==> src/rtl/imm_encoder.sv <==
// Immediate encoder: scatters a signed immediate into RISC-V I/S/B/J fields of a base word.
// Optional IMM_ENC_STRICT_ALIGN_EN flags B/J immediates with bit0 set as misaligned.
module imm_encoder #(
   parameter int CNT_W = 8
) (
   input  logic             clk,
   input  logic             rst,
   input  logic             in_valid,
   output logic             in_ready,
   input  logic [31:0]      in_base,
   input  logic [1:0]       in_immcntrl,
   input  logic [31:0]      in_imm,
   output logic             out_valid,
   input  logic             out_ready,
   output logic [31:0]      out_instr,
   output logic             out_range_err,
   output logic             out_align_err,
   output logic [CNT_W-1:0] err_count
);

   typedef struct packed {
      logic [31:0] base;
      logic [1:0]  fmt;
      logic [20:0] imm;   // J reaches imm[20]; higher bits only matter to the range check
      logic        range_err;
      logic        align_err;
   } s1_t;

   // vld_pipe[0]: stage-1 holds an item, vld_pipe[1]: out_* holds an item
   logic [1:0]  vld_pipe;
   s1_t         s1, s1_nxt;
   logic [31:0] asm_instr;
   logic        s2_can_take;
   logic        xfer;

   assign out_valid   = vld_pipe[1];
   assign s2_can_take = !vld_pipe[1] || out_ready;
   assign in_ready    = !vld_pipe[0] || s2_can_take;
   assign xfer        = vld_pipe[1] && out_ready;

   always_comb begin
      s1_nxt.base      = in_base;
      s1_nxt.fmt       = in_immcntrl;
      s1_nxt.imm       = in_imm[20:0];
      s1_nxt.range_err = 1'b0;
      case (in_immcntrl)
         2'b00, 2'b01: s1_nxt.range_err = !((&in_imm[31:11]) || !(|in_imm[31:11]));
         2'b10:        s1_nxt.range_err = !((&in_imm[31:12]) || !(|in_imm[31:12]));
         default:      s1_nxt.range_err = !((&in_imm[31:20]) || !(|in_imm[31:20]));
      endcase
`ifdef IMM_ENC_STRICT_ALIGN_EN
      s1_nxt.align_err = in_immcntrl[1] && in_imm[0];
`else
      s1_nxt.align_err = 1'b0;
`endif
   end

   always_comb begin
      asm_instr = s1.base;
      case (s1.fmt)
         2'b00: asm_instr[31:20] = s1.imm[11:0];
         2'b01: begin
            asm_instr[31:25] = s1.imm[11:5];
            asm_instr[11:7]  = s1.imm[4:0];
         end
         2'b10: begin
            asm_instr[31]    = s1.imm[12];
            asm_instr[30:25] = s1.imm[10:5];
            asm_instr[11:8]  = s1.imm[4:1];
            asm_instr[7]     = s1.imm[11];
         end
         default: begin
            asm_instr[31]    = s1.imm[20];
            asm_instr[30:21] = s1.imm[10:1];
            asm_instr[20]    = s1.imm[11];
            asm_instr[19:12] = s1.imm[19:12];
         end
      endcase
   end

   always_ff @(posedge clk) begin
      if (rst) begin
         vld_pipe      <= 2'b00;
         s1            <= '0;
         out_instr     <= '0;
         out_range_err <= 1'b0;
         out_align_err <= 1'b0;
         err_count     <= '0;
      end else begin
         if (s2_can_take) begin
            vld_pipe[1] <= vld_pipe[0];
            if (vld_pipe[0]) begin
               out_instr     <= asm_instr;
               out_range_err <= s1.range_err;
               out_align_err <= s1.align_err;
            end
         end
         if (in_ready) begin
            vld_pipe[0] <= in_valid;
            if (in_valid) s1 <= s1_nxt;
         end
         if (xfer && (out_range_err || out_align_err) && (err_count != {CNT_W{1'b1}}))
            err_count <= err_count + {{(CNT_W-1){1'b0}}, 1'b1};
      end
   end

endmodule
==> config.mk <==
export PLATFORM = sky130hd
export DESIGN_NAME = imm_encoder
export DESIGN_NICKNAME = d
export VERILOG_FILES = /design/src/rtl/imm_encoder.sv
export SDC_FILE = /design/constraint.sdc
export NUM_CORES = 1
export LEC_CHECK = 0
export ABC_CLOCK_PERIOD_IN_PS = 1760
export BUFFER_PORTS_ARGS = -buffer_cell sky130_fd_sc_hd__buf_2
export CAP_MARGIN = 30
export CORE_MARGIN = 2
export CORE_UTILIZATION = 51
export CTS_CLUSTER_DIAMETER = 150
export DETAILED_ROUTE_END_ITERATION = 8
export PLACE_DENSITY = 0.79
export REMOVE_ABC_BUFFERS = 1
export SYNTH_ARGS = -nofsm -noshare
export SYNTH_HDL_FRONTEND = slang
export SYNTH_SLANG_ARGS = --single-unit
export TNS_END_PERCENT = 10
==> constraint.sdc <==
create_clock -name clk -period 1.76 [get_ports clk]
set_input_delay 0.088 -clock clk [delete_from_list [all_inputs] [get_ports clk]]
set_output_delay 0.088 -clock clk [all_outputs]
set_load 0.02 [all_outputs]
# Word-level counts from Yosys, hierarchy flattened
# Index checks and enable logic that the tools add are counted.
[word_totals]
ff_bits = 92
in_bits = 70
out_inout_bits = 44
wordCells = 50
[classes]
n_addsub = 1
eq_ne = 5
n_mux = 5
n_reduce_logical = 30
[ops]
columns = ["op", "n"]
rows = [
  ["21-bit AND reduction", 1],
  ["21-bit OR reduction", 1],
  ["5-bit one-hot mux with 2 select lines", 2],
  ["20-bit AND reduction", 1],
  ["20-bit OR reduction", 1],
  ["7-bit one-hot mux with 2 select lines", 1],
  ["12-bit AND reduction", 1],
  ["12-bit OR reduction", 1],
  ["8-bit by 1-bit adder with 8-bit output, second input constant", 1],
  ["1-bit logical NOT", 8],
  ["8-bit two-way mux", 1],
  ["8-bit != test, second input constant", 1],
  ["2-bit OR reduction", 3],
  ["1-bit logical OR", 5],
  ["2-bit by 1-bit == test with 1-bit output, second input constant", 2],
  ["2-bit == test, second input constant", 2],
  ["2-bit logical NOT", 2],
  ["2-bit AND reduction", 2],
  ["1-bit logical AND", 3],
  ["3-bit OR reduction", 1],
  ["1-bit one-hot mux with 2 select lines", 1],
]

# Logic depth before layout (Yosys ltp)
# Gate-level depths: netlist (run 1).
[logic_depth]
depth_word = 5
ltp_mapped = 7
depth_no_buf = 6

# Worst setup path before layout (run 1)
# Ideal clock, no wire load.
[synth_timing]
path_kind = "flip-flop to flip-flop"
start = "register err_count[0]"
end = "register err_count[5]"
setup_ns = 0.128
t_arrival_ns = 1.428
required_ns = 1.632
path_slack_ns = 0.204
path_stages_with_launch = 7
synth_period_minus_slack_ns = 1.556
path_cell_list = "dfxtp_1 -> ha_1 -> and2_1 -> a31oi_4 -> and3_1 -> xnor2_1 -> nor2_1"
[synth_between]
elab_chain_cells = 2
elab_cells_between_ends = 3
classes_between = "1 x add/sub; 1 x eq/ne; 1 x reduce/logical"
[synth_lines]
columns = ["element", "line", "rtl"]
rows = [
  ["start, declared", "18", "output logic [CNT_W-1:0] err_count"],
  ["start signal, assigned", "103", "err_count <= err_count + {{(CNT_W-1){1'b0}}, 1'b1};"],
  ["branches (longest 2 deep; another with 8-bit by 1-bit adder with 8-bit output)", "n/a", ""],
]
# Several ways; the timed one is not identified.
# A chain may end at the register's enable or synchronous reset.

# Final worst setup path (run 1)
# Same ends and word-level chain as after synthesis.

==> results of run 1 <==
## cell families (layout without fill, tap and decap cells)
logic type	Yosys count	after routing	share of synthesized area [%]
XOR/XNOR	7	7	1.62
AND/OR/NAND/NOR	209	209	24.8
adder cells (fa/ha/maj)	5	5	1.66
buffers and inverters	34	180	4.57
flip-flops	92	92	48.8
other	1	1	0.0993
AO/OA/AOI/OAI	94	94	16.1
multiplexers	9	9	2.38
## worst paths after layout
| check | start | to | slack, ns | depth (start not counted) |
|---|---|---|---|---|
| worst max-delay path | err_count[0]$_SDFFE_PP0P_ | err_count[5]$_SDFFE_PP0P_ | 0.16 | 6 |
| worst min-delay path | in_imm[11] | s1[13]$_SDFFE_PP0P_ | 0.002 | 3 |
| worst max register to register | err_count[0]$_SDFFE_PP0P_ | err_count[5]$_SDFFE_PP0P_ | 0.16 | 6 |
| worst min register to register | s1[10]$_SDFFE_PP0P_ | out_instr[28]$_SDFFE_PP0P_ | 0.45 | 2 |
## through the flow
stage	area (um^2)	util (%)	setup WS [ns]	TNS, ns	power (W)
floorplan	3620	-	-0.813	-28.53	0.00255
global placement	4390	60.8	0.239	0	0.00278
detailed placement	4390	60.8	0.160	0	0.00280
CTS	5050	69.9	0.145	0	0.00437
global route	5050	69.9	0.0459	0	0.00454
finish	5050	69.9	0.164	0	0.00435
## power breakdown
part	internal (W)	switching, W	total, W
Combinational	0.000265	0.000327	0.000592
Sequential	0.00218	0.0000587	0.00224
Clock	0.000781	0.000734	0.00151
## cells in the mapped netlist, types with 4 or more instances
library cell  count
buf_4             6
nand2_1         133
and3_1            4
o21ai_0           4
nor2b_1           6
dfxtp_1          92
xor2_1            4
nand4_1           8
a211oi_2          8
ha_1              5
nor2_1           27
buf_2            12
a21oi_1          67
nor3_1            6
clkbuf_1         10
nor4_1            5
a221oi_1          4
mux2i_1           9
## per-layer routing
metal	global-route usage [%]	vias to the layer above	share of wire [%]	wire [um]
met5	0	-	0	0
met4	7.05	0	1.3	122
met3	3.52	11	4.5	417
met2	42.0	106	51	4800
met1	29.0	1644	43	4010
li1	-	1799	-	-
## final cells by class
class                   count  share of cell area, %
clock buffers              12                   3.27
clock inverters             4                   1.09
inverters                   3                  0.223
multi-input cells         325                   35.2
flip-flops and latches     92                   36.5
well taps                  99                   2.45
repair buffers            161                   21.2
## sequential cells by signal, indices dropped and copies added (netlist names)
signal         flops
err_count          8
asm_instr          7
s1                42
out_instr         32
vld_pipe           2
out_range_err      1
## critical path, cell delays in order, from the launching register on
cell and delay (ns):
dfxtp_1 0.35, ha_1 0.24, and2_1 0.19, a31oi_4 0.30, and3_1 0.23, xnor2_1 0.13
nor2_1 0.05
==> results.toml, run 1 <==
[finish]
final_common_cell = "nand2_1"
final_cells = 696
layout_common_cells = "nand2_1, buf_2, dfxtp_1"
final-seq-area_um2 = 1840
area_growth_pct = 33.6
nNetsFinal = 667
multiInputGateArea_um2 = 1780
fill_cells = 555
antenna_cells = 0
layout-drive-gt1-share_pct = 26.5

[placed_design]
dp.cells = 636
place_congestion = 0.837
port_buffers = 105
dp_hpwl_mm = 6.00

[synthesis]
synth_cell_types = 43
synth_top_cell_area_share_pct = 48.8
async_flop_share_pct = 0
yosys_warnings = 0
syn_inst = 451
yosysTopAreaCell = "dfxtp_1"
avgSynthCellArea_um2 = 8.38
synthTopCellsByArea = "dfxtp_1, nand2_1, a21oi_1"
ys_ff_latch = 92
synth_edf_count = 0
synth-main-ff-cell = "dfxtp_1"
syn_area_um2 = 3780
ys_seq_area_share_pct = 48.8

[critical_path]
cp-end-kind = "register"
start_kind = "register"
required_ns = 2.01
arrival_ns = 1.84
critPathKind = "register to register"
crit_path_max_fanout = 8

[global_route]
grt_pass1_wl_mm = 15.8
grt_overflow = 0
track_usage_pct = 23.4
grt_pass1_vias = 3473
grt_max_degree = 58
antenna_found_initial = 0

[detailed_routing]
wl_mm = 9.35
vias_per_cell = 5.11
antenna_left = 0
drt_iter0_drc = 119
drc_errors = 0
avgRoutedWirePerCell_um = 13.4
first_pass_iters = 5
vias = 3560

[clock_tree]
clkSlewWorstSetupHoldPaths_ns = 0.09
clk_latency_ns = 0.35
ctsHoldBuffers = 44
cts_buffer_depth = 2
cts_resized = 0
cts_setup_buffers = 0
htree_levels = 3
clockRootBuffer = "clkbuf_8"
numCtsBuffers = 9
cts_tree = "done"
clkSinkCount = 92

[sta]
fin_crit_sh_pct = 90.7
whs_ns = 0.00184
fin_skew_ns = 0.00848
final-hold-violation-count = 0
maxSlewViolCount = 0
slew_headroom_pct = 58.5
setup_viol = 0
worst_pin_slew_ns = 0.623
rsz0062_at_grt = "no"
fmax_mhz = 626
min_period_ns = 1.60

[hold_path]
hp-class = "primary input to register"

[floorplanning]
io_pins = 114
fp.dieArea_um2 = 8110
rows = 31
die_w_um = 90.1
start_util_pct = 52.4
coreArea_um2 = 7210
dieHeight_um = 90.1

[job]
cap_violations = 0

[power_and_ir_drop]
ir_drop_mv = 0.509
power_density_nw_per_um2 = 862
p_leak_nw = 2.12

[outcome]
status = "finished clean"
Note: power is estimated with default switching activity, not from simulation.
==> run 2, diff against run 1 <==
--- a/config.mk
+++ b/config.mk
@@ -9,10 +9,11 @@
 export BUFFER_PORTS_ARGS = -buffer_cell sky130_fd_sc_hd__buf_2
 export CAP_MARGIN = 30
 export CORE_MARGIN = 2
-export CORE_UTILIZATION = 51
+export CORE_UTILIZATION = 53
+export CTS_BUF_LIST = sky130_fd_sc_hd__clkbuf_8
 export CTS_CLUSTER_DIAMETER = 150
 export DETAILED_ROUTE_END_ITERATION = 8
-export PLACE_DENSITY = 0.79
+export PLACE_DENSITY = 0.82
 export REMOVE_ABC_BUFFERS = 1
 export SYNTH_ARGS = -nofsm -noshare
 export SYNTH_HDL_FRONTEND = slang
==> run 2 against run 1 <==
Flip-flop and latch count did not move. Clock-buffer cell count down 3. Die area shrank 3.6%. Worst setup slack improved by 0.0088 ns.
==> results.toml, run 2 (same netlist as run 1, synthesis figures left out) <==
[finish]
largest_reg_flops = 42
layout_common_cells = "nand2_1, buf_2, dfxtp_1"
nNetsFinal = 671
regMostFlops = "s1"
final_common_cell = "nand2_1"
final_cells = 697
reg.largest.list = "s1 (42), out_instr (32), err_count (8)"
multiInputGateArea_um2 = 1780
fill_cells = 520
antenna_cells = 0
layout-drive-gt1-share_pct = 26.3
post-route-util_pct = 74.6
final-seq-area_um2 = 1840
area_growth_pct = 34.9

[detailed_routing]
first_pass_iters = 4
vias_per_cell = 5.19
wl_mm = 9.59
drt_iter0_drc = 191
avgRoutedWirePerCell_um = 13.8
antenna_left = 0
vias = 3618
drc_errors = 0

[floorplanning]
start_util_pct = 55.3
dieHeight_um = 88.4
coreArea_um2 = 6830
fp.dieArea_um2 = 7820
die_w_um = 88.4
io_pins = 114
rows = 30

[global_route]
antenna_found_initial = 0
grt_pass1_vias = 3530
grt_max_degree = 46
grt_pass1_wl_mm = 15.5
track_usage_pct = 25.6
grt_overflow = 0

[critical_path]
worstPathCellList = "ha_1, and2_1, a31oi_4, and3_1, xnor2_1, nor2_1"
crit_path_max_incr_delay_ns = 0.35
arrival_ns = 1.85
cp-end-kind = "register"
critPathKind = "register to register"
required_ns = 2.03
critPathSlowestCell = "dfxtp_1"
start_kind = "register"
crit_path_max_fanout = 8

[sta]
rsz0062_at_grt = "no"
slew_headroom_pct = 64.7
final-hold-violation-count = 0
fin_skew_ns = 0.00812
fin_crit_sh_pct = 90.2
maxSlewViolCount = 0
fmax_mhz = 630
setup_viol = 0
worst_pin_slew_ns = 0.530
min_period_ns = 1.59

[outcome]
status = "finished clean"

[clock_tree]
clockRootBuffer = "clkbuf_8"
numCtsBuffers = 9
clk_latency_ns = 0.37
cts_buffer_depth = 2
clkSinkCount = 92
clkSlewWorstSetupHoldPaths_ns = 0.09
htree_levels = 3
cts_resized = 0
cts_tree = "done"

[placed_design]
place_congestion = 0.818
port_buffers = 105
dp.cells = 633
dp_hpwl_mm = 5.96

[hold_path]
hp-class = "primary input to register"

[job]
cap_violations = 0

[power_and_ir_drop]
p_leak_nw = 2.14
power_density_nw_per_um2 = 870
ir_drop_mv = 0.674
-- run 2: cell types whose count changed in the layout (fill, tap and decap cells not counted) --
cell / change
clkinv_2: +2
inv_6: +2
dlygate4sd3_1: +4
buf_4: -1
buf_12: +1
clkbuf_8: -3
clkinvlp_4: -1
clkinv_4: -1
bufinv_16: +1
-- run 2: final cells by class --
| class | instances | share of cell area [%] |
|---|---|---|
| clock inverter | 7 | 1.89 |
| inverter | 3 | 0.221 |
| tap | 96 | 2.36 |
| timing repair buffer | 165 | 22.1 |
| multi-input combinational | 325 | 34.9 |
| sequential | 92 | 36.1 |
| clock buffer | 9 | 2.43 |
-- run 2: worst max-delay path: cells and delay by family, from the launching register on --
kind / cells / cell delay [ns]
compound gates: 1 / 0.31
xor+xnor: 1 / 0.11
fa+ha+maj: 1 / 0.24
flops: 1 / 0.35
simple gates: 3 / 0.46
-- run 2: power breakdown --
group / switching (W) / internal [W] / leakage (nW)
registers: 0.0000604 / 0.00218 / 0.754
logic: 0.000331 / 0.000273 / 1.28
clock network: 0.000775 / 0.000810 / 0.114
-- run 2: per-layer routing --
metal / GRT usage, % / share of wire [%] / vias to the layer above
met5: 0 / 0 / -
met4: 10.2 / 1.7 / 0
met3: 4.85 / 4.4 / 12
met2: 46.4 / 51 / 101
met1: 29.7 / 43 / 1702
li1: - / - / 1803
-- run 2: timing repair --
item                                    4_1_cts  5_1_grt
hold endpoints to repair                     48        0
buffers inserted                              0        0
hold buffers                                 48        0
endpoints found under the setup margin        0        0
-- run 2: through the flow --
step	setup TNS [ns]	setup slack (ns)	hold WS, ns	cell area [um^2]	total power, W
floorplan	-28.53	-0.813	0.153	3620	0.00255
global placement	0	0.233	0.331	4390	0.00279
detailed placement	0	0.185	0.334	4390	0.00280
CTS	0	0.174	0.0313	5090	0.00444
global route	0	0.0521	0.0716	5090	0.00461
finish	0	0.172	0.0414	5090	0.00443
-- run 2: worst paths after layout --
path	startpoint	endpoint	cells after the start	slack [ns]
worst max-delay path	err_count[0]$_SDFFE_PP0P_	err_count[5]$_SDFFE_PP0P_	6	0.17
worst min register to register	out_instr[7]$_SDFFE_PP0P_	out_instr[7]$_SDFFE_PP0P_	2	0.45
worst min-delay path	in_valid	vld_pipe[0]$_SDFFE_PP0N_	3	0.04
worst max register to register	err_count[0]$_SDFFE_PP0P_	err_count[5]$_SDFFE_PP0P_	6	0.17
